**src/rtl/video_pkg.sv**
```systemverilog
// Shared video types, colour constants and the default 800x480 raster timing
// used by the display output path.
package video_pkg;

    parameter int HDISP  = 800;
    parameter int VDISP  = 480;
    parameter int HFP    = 40;
    parameter int HPULSE = 48;
    parameter int HBP    = 40;
    parameter int VFP    = 13;
    parameter int VPULSE = 3;
    parameter int VBP    = 29;
    parameter int GRID   = 16;

    typedef logic [23:0] rgb_t;

    localparam rgb_t RGB_BLACK    = 24'h000000;
    localparam rgb_t RGB_WHITE    = 24'hFFFFFF;
    localparam rgb_t RGB_UNDERRUN = 24'hFF00FF;

endpackage

```
**src/rtl/vga_timing_gen_sync_counter.sv**
```systemverilog
// One raster axis: a wrapping position counter with decoded display-region,
// active-low sync and end-of-axis (wrap) strobes.
module sync_counter #(
    parameter int TOTAL = 928,
    parameter int DISP  = 800,
    parameter int FP    = 40,
    parameter int PULSE = 48
) (
    input  logic                     clk,
    input  logic                     rst,
    input  logic                     en,
    output logic [$clog2(TOTAL)-1:0] cnt,
    output logic                     active,
    output logic                     sync_n,
    output logic                     wrap
);

    localparam int W  = $clog2(TOTAL);
    localparam int WX = W + 1;

    // Region bounds are one bit wider so a sync pulse ending exactly at TOTAL
    // (zero back porch) still fits.
    localparam logic [W-1:0]  LAST       = W'(TOTAL - 1);
    localparam logic [WX-1:0] DISP_END   = WX'(DISP);
    localparam logic [WX-1:0] SYNC_START = WX'(DISP + FP);
    localparam logic [WX-1:0] SYNC_END   = WX'(DISP + FP + PULSE);

    logic [W-1:0]  cnt_q, cnt_d;
    logic [WX-1:0] cnt_x;

    assign wrap  = en && (cnt_q == LAST);
    assign cnt_x = {1'b0, cnt_q};

    always_comb begin
        cnt_d = cnt_q;
        if (wrap) begin
            cnt_d = '0;
        end else if (en) begin
            cnt_d = cnt_q + 1'b1;
        end
    end

    always_ff @(posedge clk) begin
        if (rst) begin
            cnt_q <= '0;
        end else begin
            cnt_q <= cnt_d;
        end
    end

    assign cnt    = cnt_q;
    assign active = cnt_x < DISP_END;
    assign sync_n = !((cnt_x >= SYNC_START) && (cnt_x < SYNC_END));

endmodule

```
**src/rtl/vga_timing_gen.sv**
```systemverilog
// VGA raster generator: HS/VS/BLANK timing plus a pixel path that forwards an
// upstream never-stalled stream or a built-in grid pattern.
module vga_timing_gen #(
    parameter int HDISP  = video_pkg::HDISP,
    parameter int VDISP  = video_pkg::VDISP,
    parameter int HFP    = video_pkg::HFP,
    parameter int HPULSE = video_pkg::HPULSE,
    parameter int HBP    = video_pkg::HBP,
    parameter int VFP    = video_pkg::VFP,
    parameter int VPULSE = video_pkg::VPULSE,
    parameter int VBP    = video_pkg::VBP,
    parameter int GRID   = video_pkg::GRID
) (
    input  logic        pixel_clk,
    input  logic        pixel_rst,
    input  logic        mode,
    input  logic [23:0] pix_data,
    input  logic        pix_valid,
    output logic        pix_ready,
    output logic        sof,
    output logic        underrun,
    output logic        HS,
    output logic        VS,
    output logic        BLANK,
    output logic [23:0] RGB
);

    import video_pkg::*;

    localparam int HTOTAL = HDISP + HFP + HPULSE + HBP;
    localparam int VTOTAL = VDISP + VFP + VPULSE + VBP;
    localparam int HW     = $clog2(HTOTAL);
    localparam int VW     = $clog2(VTOTAL);

    logic [HW-1:0] h_cnt;
    logic [VW-1:0] v_cnt;
    logic          h_active, h_sync_n, h_wrap;
    logic          v_active, v_sync_n, v_wrap;

    sync_counter #(
        .TOTAL (HTOTAL),
        .DISP  (HDISP),
        .FP    (HFP),
        .PULSE (HPULSE)
    ) u_hcnt (
        .clk    (pixel_clk),
        .rst    (pixel_rst),
        .en     (1'b1),
        .cnt    (h_cnt),
        .active (h_active),
        .sync_n (h_sync_n),
        .wrap   (h_wrap)
    );

    sync_counter #(
        .TOTAL (VTOTAL),
        .DISP  (VDISP),
        .FP    (VFP),
        .PULSE (VPULSE)
    ) u_vcnt (
        .clk    (pixel_clk),
        .rst    (pixel_rst),
        .en     (h_wrap),
        .cnt    (v_cnt),
        .active (v_active),
        .sync_n (v_sync_n),
        .wrap   (v_wrap)
    );

    logic active, grid_hit, slot_miss;
    rgb_t rgb_d, rgb_q;
    logic underrun_d, underrun_q;
    logic hs_q, vs_q, blank_q, sof_q;
    // High exactly while the counters sit at (0,0): set by reset or by the
    // frame-end wrap, so it marks the same cycle an (h,v)==(0,0) decode would.
    logic origin_q;

    assign active    = h_active && v_active;
    assign pix_ready = mode && active;
    assign slot_miss = pix_ready && !pix_valid;
    assign grid_hit  = ((h_cnt & HW'(GRID - 1)) == '0) || ((v_cnt & VW'(GRID - 1)) == '0);

    always_comb begin
        rgb_d = RGB_BLACK;
        if (active) begin
            if (mode) begin
                rgb_d = pix_valid ? rgb_t'(pix_data) : RGB_UNDERRUN;
            end else begin
                rgb_d = grid_hit ? RGB_WHITE : RGB_BLACK;
            end
        end
    end

    // A new gap on the frame's first slot must survive the frame-start clear.
    always_comb begin
        underrun_d = underrun_q;
        if (slot_miss) begin
            underrun_d = 1'b1;
        end else if (origin_q) begin
            underrun_d = 1'b0;
        end
    end

    always_ff @(posedge pixel_clk) begin
        if (pixel_rst) begin
            hs_q       <= 1'b1;
            vs_q       <= 1'b1;
            blank_q    <= 1'b0;
            rgb_q      <= RGB_BLACK;
            sof_q      <= 1'b0;
            underrun_q <= 1'b0;
            origin_q   <= 1'b1;
        end else begin
            hs_q       <= h_sync_n;
            vs_q       <= v_sync_n;
            blank_q    <= active;
            rgb_q      <= rgb_d;
            sof_q      <= origin_q;
            underrun_q <= underrun_d;
            origin_q   <= v_wrap;
        end
    end

    assign HS       = hs_q;
    assign VS       = vs_q;
    assign BLANK    = blank_q;
    assign RGB      = rgb_q;
    assign sof      = sof_q;
    assign underrun = underrun_q;

endmodule

```
**config.mk**
```make
export PLATFORM = sky130hd
export DESIGN_NAME = vga_timing_gen
export DESIGN_NICKNAME = d
export VERILOG_FILES = /design/src/rtl/video_pkg.sv /design/src/rtl/vga_timing_gen_sync_counter.sv /design/src/rtl/vga_timing_gen.sv
export SDC_FILE = /design/constraint.sdc
export NUM_CORES = 1
export LEC_CHECK = 0
export ABC_AREA = 0
export CAP_MARGIN = 25
export CORE_ASPECT_RATIO = 0.5
export CORE_MARGIN = 2
export CORE_UTILIZATION = 41
export CTS_BUF_LIST = sky130_fd_sc_hd__clkbuf_16
export DETAILED_ROUTE_END_ITERATION = 10
export PLACE_DENSITY = 0.74
export SETUP_SLACK_MARGIN = 0.3
export SLEW_MARGIN = 15
export SYNTH_ARGS = -nofsm -noshare
export SYNTH_HDL_FRONTEND = slang
export SYNTH_SLANG_ARGS = --single-unit
```
**constraint.sdc**
```tcl
create_clock -name pixel_clk -period 2.2 [get_ports pixel_clk]
set_clock_uncertainty 0.2 [all_clocks]
set_input_delay 0.22 -clock pixel_clk [delete_from_list [all_inputs] [get_ports pixel_clk]]
set_output_delay 0.22 -clock pixel_clk [all_outputs]
set_load 0.02 [all_outputs]
```
# Word-level counts from Yosys, hierarchy flattened
# Cells that the tools add are included.
totals:
  regBits: 50
  latchBits: 0
  ramBits: 0
  rom_bits: 0
  inputBits: 28
  out_inout_bits: 30
  wordCells: 41
  n_memories: 0
op_classes:
  n_addsub: 2
  n_mul: 0
  n_div: 0
  n_lt_le_gt_ge: 6
  n_eq_ne: 2
  n_shift: 0
  mux: 5
  bitwise: 1
  reduce_logical: 16
op_table:
  columns: ["op", "n"]
  rows:
  - ["24-bit two-way mux", 3]
  - ["10-bit by 1-bit adder with 10-bit output, second input constant", 2]
  - ["10-bit equality test, second input constant", 2]
  - ["10-bit logical NOT", 2]
  - ["10-bit < comparator, second input constant", 2]
  - ["10-bit by 9-bit < comparator with 1-bit output, second input constant", 2]
  - ["10-bit >= comparator, second input constant", 1]
  - ["10-bit by 9-bit >= comparator with 1-bit output, second input constant", 1]
  - ["1-bit logical AND", 6]
  - ["2-bit OR reduction", 3]
  - ["1-bit logical NOT", 3]
  - ["1-bit two-way mux", 2]
  - ["2-bit nonzero test", 1]
  - ["1-bit logical OR", 1]
  - ["1-bit NOT", 1]

# Depth between registers and ports, before layout
logic_depth:
  ltp_word: 5
  ltp_mapped: 7
  ltp_nobuf: 5

# By module
# From an unflattened synthesis, not the netlist that was laid out.
unflattened:
  hier_cells: 216
  area_unflattened_um2: 2047.0
by_module_without_submodules:
  columns: ["module", "n_inst", "cells_each", "area_per_inst_um2", "seq_area_each_um2"]
  rows:
  - ["vga_timing_gen", 1, 98, 996.0, 600.6]
  - ["sync_counter at u_vcnt", 1, 60, 541.8, 200.2]
  - ["sync_counter at u_hcnt", 1, 58, 509.2, 200.2]

# Least setup slack after synthesis
# OpenSTA, ideal clock, no wires.
synth_path:
  kind: "register to register"
  start: "reg u_hcnt.cnt_q[5], in the netlist u_hcnt.cnt[5]"
  end: "reg u_vcnt.cnt_q[7], in the netlist u_vcnt.cnt[7]"
  setup_ns: 0.070
  arrival_time_ns: 1.904
  required_ns: 1.930
  path_slack_ns: 0.027
  stages_incl_launch_ff: 7
  path_cell_list: "dfxtp_1 buf_6 or3b_1 buf_2 or4_4 or3_1 a21oi_1"
synth_via:
  elab_chain_cells: 3
synth_lines:
  columns: ["element", "line_no", "text"]
  rows:
  - ["start, declared", "vga_timing_gen_sync_counter.sv:28", "logic [W-1:0] cnt_q, cnt_d;"]
  - ["start signal, assigned", "vga_timing_gen_sync_counter.sv:47", "cnt_q <= cnt_d;"]
  - ["10-bit equality test *", "vga_timing_gen_sync_counter.sv:31", "assign wrap = en && (cnt_q == LAST);"]
  - ["1-bit logical AND", "vga_timing_gen_sync_counter.sv:31", null]
  - ["2-bit OR reduction (no source line)", null, null]
  - ["end signal, assigned", "vga_timing_gen_sync_counter.sv:47", null]
  - ["end, declared", "vga_timing_gen_sync_counter.sv:28", null]
# Mark *: on every way between the ends. The rest lies on a longest branch, timed or not.
# A chain may end at the register's enable or synchronous reset.

# Worst setup path after layout
# Ends and elaborated chain as after synthesis.

==> impl_metrics.env <==
export IMPL_synth_flop_cell="dfxtp_1"
export IMPL_cts_path_max_buffers=2
export IMPL_required_ps=2220
export IMPL_grt_pass1_vias=1593
export IMPL_maxSlewHeadroom_pct=64.79
export IMPL_rsz0062_at_grt="yes"
export IMPL_cts_sinks=50
export IMPL_powerDensity_nw_per_um2=707.7
export IMPL_synth_top_family_by_area="simple AND/OR/NAND/NOR gates"
export IMPL_setup_viol=0
export IMPL_end_kind="register"
export IMPL_fp_dieW_um=100.6
export IMPL_synth_edf_count=0
export IMPL_swShare_pct=21.57
export IMPL_track_usage_pct=17.85
export IMPL_synth_adder_area_share_pct=3.922
export IMPL_synth_top_area_cell="dfxtp_1"
export IMPL_grt_pass1_wl_mm=7.127
export IMPL_drt_iter0_drc=37
export IMPL_antenna_found_initial=0
export IMPL_combPwrFrac_pct=11.3
export IMPL_synth_avg_cell_area_um2=9.430
export IMPL_yosys_top_cells_area="dfxtp_1 52%, o21a_1 6.3%, nor2_1 4.7%"
export IMPL_fmax_ghz=0.4924
export IMPL_yosysWarnings=0
export IMPL_routedWlPerCell_um=13.84
export IMPL_status="complete, no violations"
export IMPL_num_rows=17
export IMPL_slew_violations=0
export IMPL_seq_power_share_pct=46.9
export IMPL_root_buffer="clkbuf_16"
export IMPL_diodes=0
export IMPL_post_route_util_pct=64.79
export IMPL_die_h_um=52.32
export IMPL_setup_ws_ps=168.9
export IMPL_synthCells=203
export IMPL_area_growth_pct=50.46
export IMPL_drv_cap=0
export IMPL_initial_core_util_pct=43.06
export IMPL_drc=0
export IMPL_ant_nets=0
export IMPL_vias=1644
export IMPL_postSynthNetCount=237
export IMPL_final_hold_viol_count=0
export IMPL_p_switching_uw=439.6
export IMPL_synth_xor_xnor_area_share_pct=6.405
export IMPL_tns_ps=0
export IMPL_start_kind="register"
export IMPL_synth_simple_area_share_pct=21.18
export IMPL_post_dp_hpwl_mm=3.047
export IMPL_first_pass_iters=4
export IMPL_period_minus_slack_ps=2031
export IMPL_io_buffers=57
export IMPL_synthMuxAreaShare_pct=0.5229
export IMPL_min_path_type="register to register"
export IMPL_synth_most_common_cell="dfxtp_1"
export IMPL_path_max_fanout=5
export IMPL_routed_via_density=4.967
export IMPL_tightest_slew_ps=526.9
export IMPL_cts_buffers=5
export IMPL_whs_ps=270.7
export IMPL_synth_seq_cells=50
export IMPL_cts_hold_buf=0
export IMPL_coreArea_um2=4446
export IMPL_clk_pin_slew_ps=60
export IMPL_arrival_ps=2050
export IMPL_grt_max_degree=17
export IMPL_clk_latency_ps=280
export IMPL_ys_seq_area_share_pct=52.29
export IMPL_clkPwrFrac_pct=41.9
export IMPL_ys_top_cells_by_count="50 x dfxtp_1, 24 x nor2_1, 16 x o21a_1, 15 x nand2_1, 12 x a21oi_1"
export IMPL_intPower_uw=1599
export IMPL_cts_tree="done"
export IMPL_critPathKind="register to register"
export IMPL_grt_remaining_overflow=0
export IMPL_irDropWorstVdd_mv=0.2951
export IMPL_syn_area_um2=1914
export IMPL_place_ws_ps=71.60
export IMPL_routed_wl_mm=4.582
export IMPL_synth_top_area_share_pct=52.29
export IMPL_io_pins=58
export IMPL_h_tree_depth=2
export IMPL_async_flop_share_pct=0
export IMPL_gp_congestion=0.8617
export IMPL_finalNetCount=307
export IMPL_post_route_period_util_pct=92.32
export IMPL_die_area_um2=5265
export IMPL_synth_compound_area_share_pct=11.83
export IMPL_synth_cell_type_count=36
export IMPL_layout_drive_gt1_share_pct=16.06
export IMPL_power_leakage_uw=0.001095
==> through the flow <==
stage | total power (uW) | cell area, um2 | instances
floorplan | 1077 | 1927 | 203
global placement | 1202 | 2567 | 314
detailed placement | 1204 | 2567 | 314
CTS | 2051 | 2816 | 330
global route | 2113 | 2880 | 331
finish | 2038 | 2880 | 331
==> registers in the layout (all words and copies together) (netlist names) <==
signal      count
BLANK           1
HS              1
RGB            24
VS              1
origin_q        1
sof             1
u_hcnt.cnt     10
u_vcnt.cnt     10
underrun        1
==> power groups by stage <==
stage | sequential (uW) | combinational, uW | clock (uW)
2_1_floorplan | 1020 | 58.6 | 0
3_3_place_gp | 976 | 225 | 0
3_5_place_dp | 978 | 227 | 0
4_1_cts | 953 | 228 | 870
5_1_grt | 958 | 246 | 909
6_report | 955 | 230 | 854
==> critical path, cell delays in order, from the launching register on <==
cell,delay [ps]
dfxtp_4,360
or3b_4,400
or4_4,560
or3_4,350
a21oi_2,110
==> layout by cell type, fill, tap and decap left out, drive strengths merged <==
master	n
and2	1
or3	3
or3b	1
a21o	1
nand2b	1
and3	1
buf	16
clkdlybuf4s50	56
nor2b	1
or4	1
bufinv	1
or2	2
nor3b	1
nand2	15
o21ai	3
nor2	24
a31o	1
inv	8
ha	6
clkdlybuf4s15	1
nor3	6
mux2i	1
nand3	8
o211ai	1
nand4b	1
nor4	5
dfxtp	50
clkinvlp	1
a22oi	1
clkbuf	5
o21a	16
and4	2
xor2	5
nor4b	1
xnor2	9
nand4	6
a21oi	12
==> cell families (layout without fill, tap and decap cells) <==
family | after synthesis | in the layout
compound gates | 35 | 35
xor+xnor | 14 | 14
buf+inv | 17 | 88
fa+ha+maj | 6 | 6
mux | 1 | 1
flops | 50 | 50
simple gates | 80 | 80
==> final timing paths <==
check	from	end	slack, ps	depth (start not counted)
max	u_hcnt.cnt[5]	u_vcnt.cnt[7]	170	4
min	u_hcnt.cnt[0]	u_hcnt.cnt[0]	270	1
max reg2reg	u_hcnt.cnt[5]	u_vcnt.cnt[7]	170	4
min reg2reg	u_hcnt.cnt[0]	u_hcnt.cnt[0]	270	1
==> routing by layer <==
layer / global-route usage (%) / wire length [um] / up-vias
li1: - / - / 831
met1: 19.67 / 1791 / 763
met2: 33.44 / 2466 / 45
met3: 4.933 / 269 / 5
met4: 6.621 / 55 / 0
met5: 0 / 0 / -
==> layout make-up <==
class                           count  area, um2
Clock buffer                        5      125.1
Clock inverter                      3      41.29
Fill cell                         364       1565
Inverter                            7      26.28
Multi-Input combinational cell    136      904.6
Sequential cell                    50       1016
Tap cell                           57      71.32
Timing Repair Buffer               73      695.7
==> what timing repair did <==
| item | CTS | global route |
|---|---|---|
| setup endpoints to repair | 4 | 34 |
| setup buffers | 8 | 1 |
| endpoints found under the hold margin | 0 | 0 |
| pin swaps | 3 | 3 |
| gates resized for setup | 13 | 11 |
| cloned | 0 | 0 |
(Power assumes the default switching activity.)
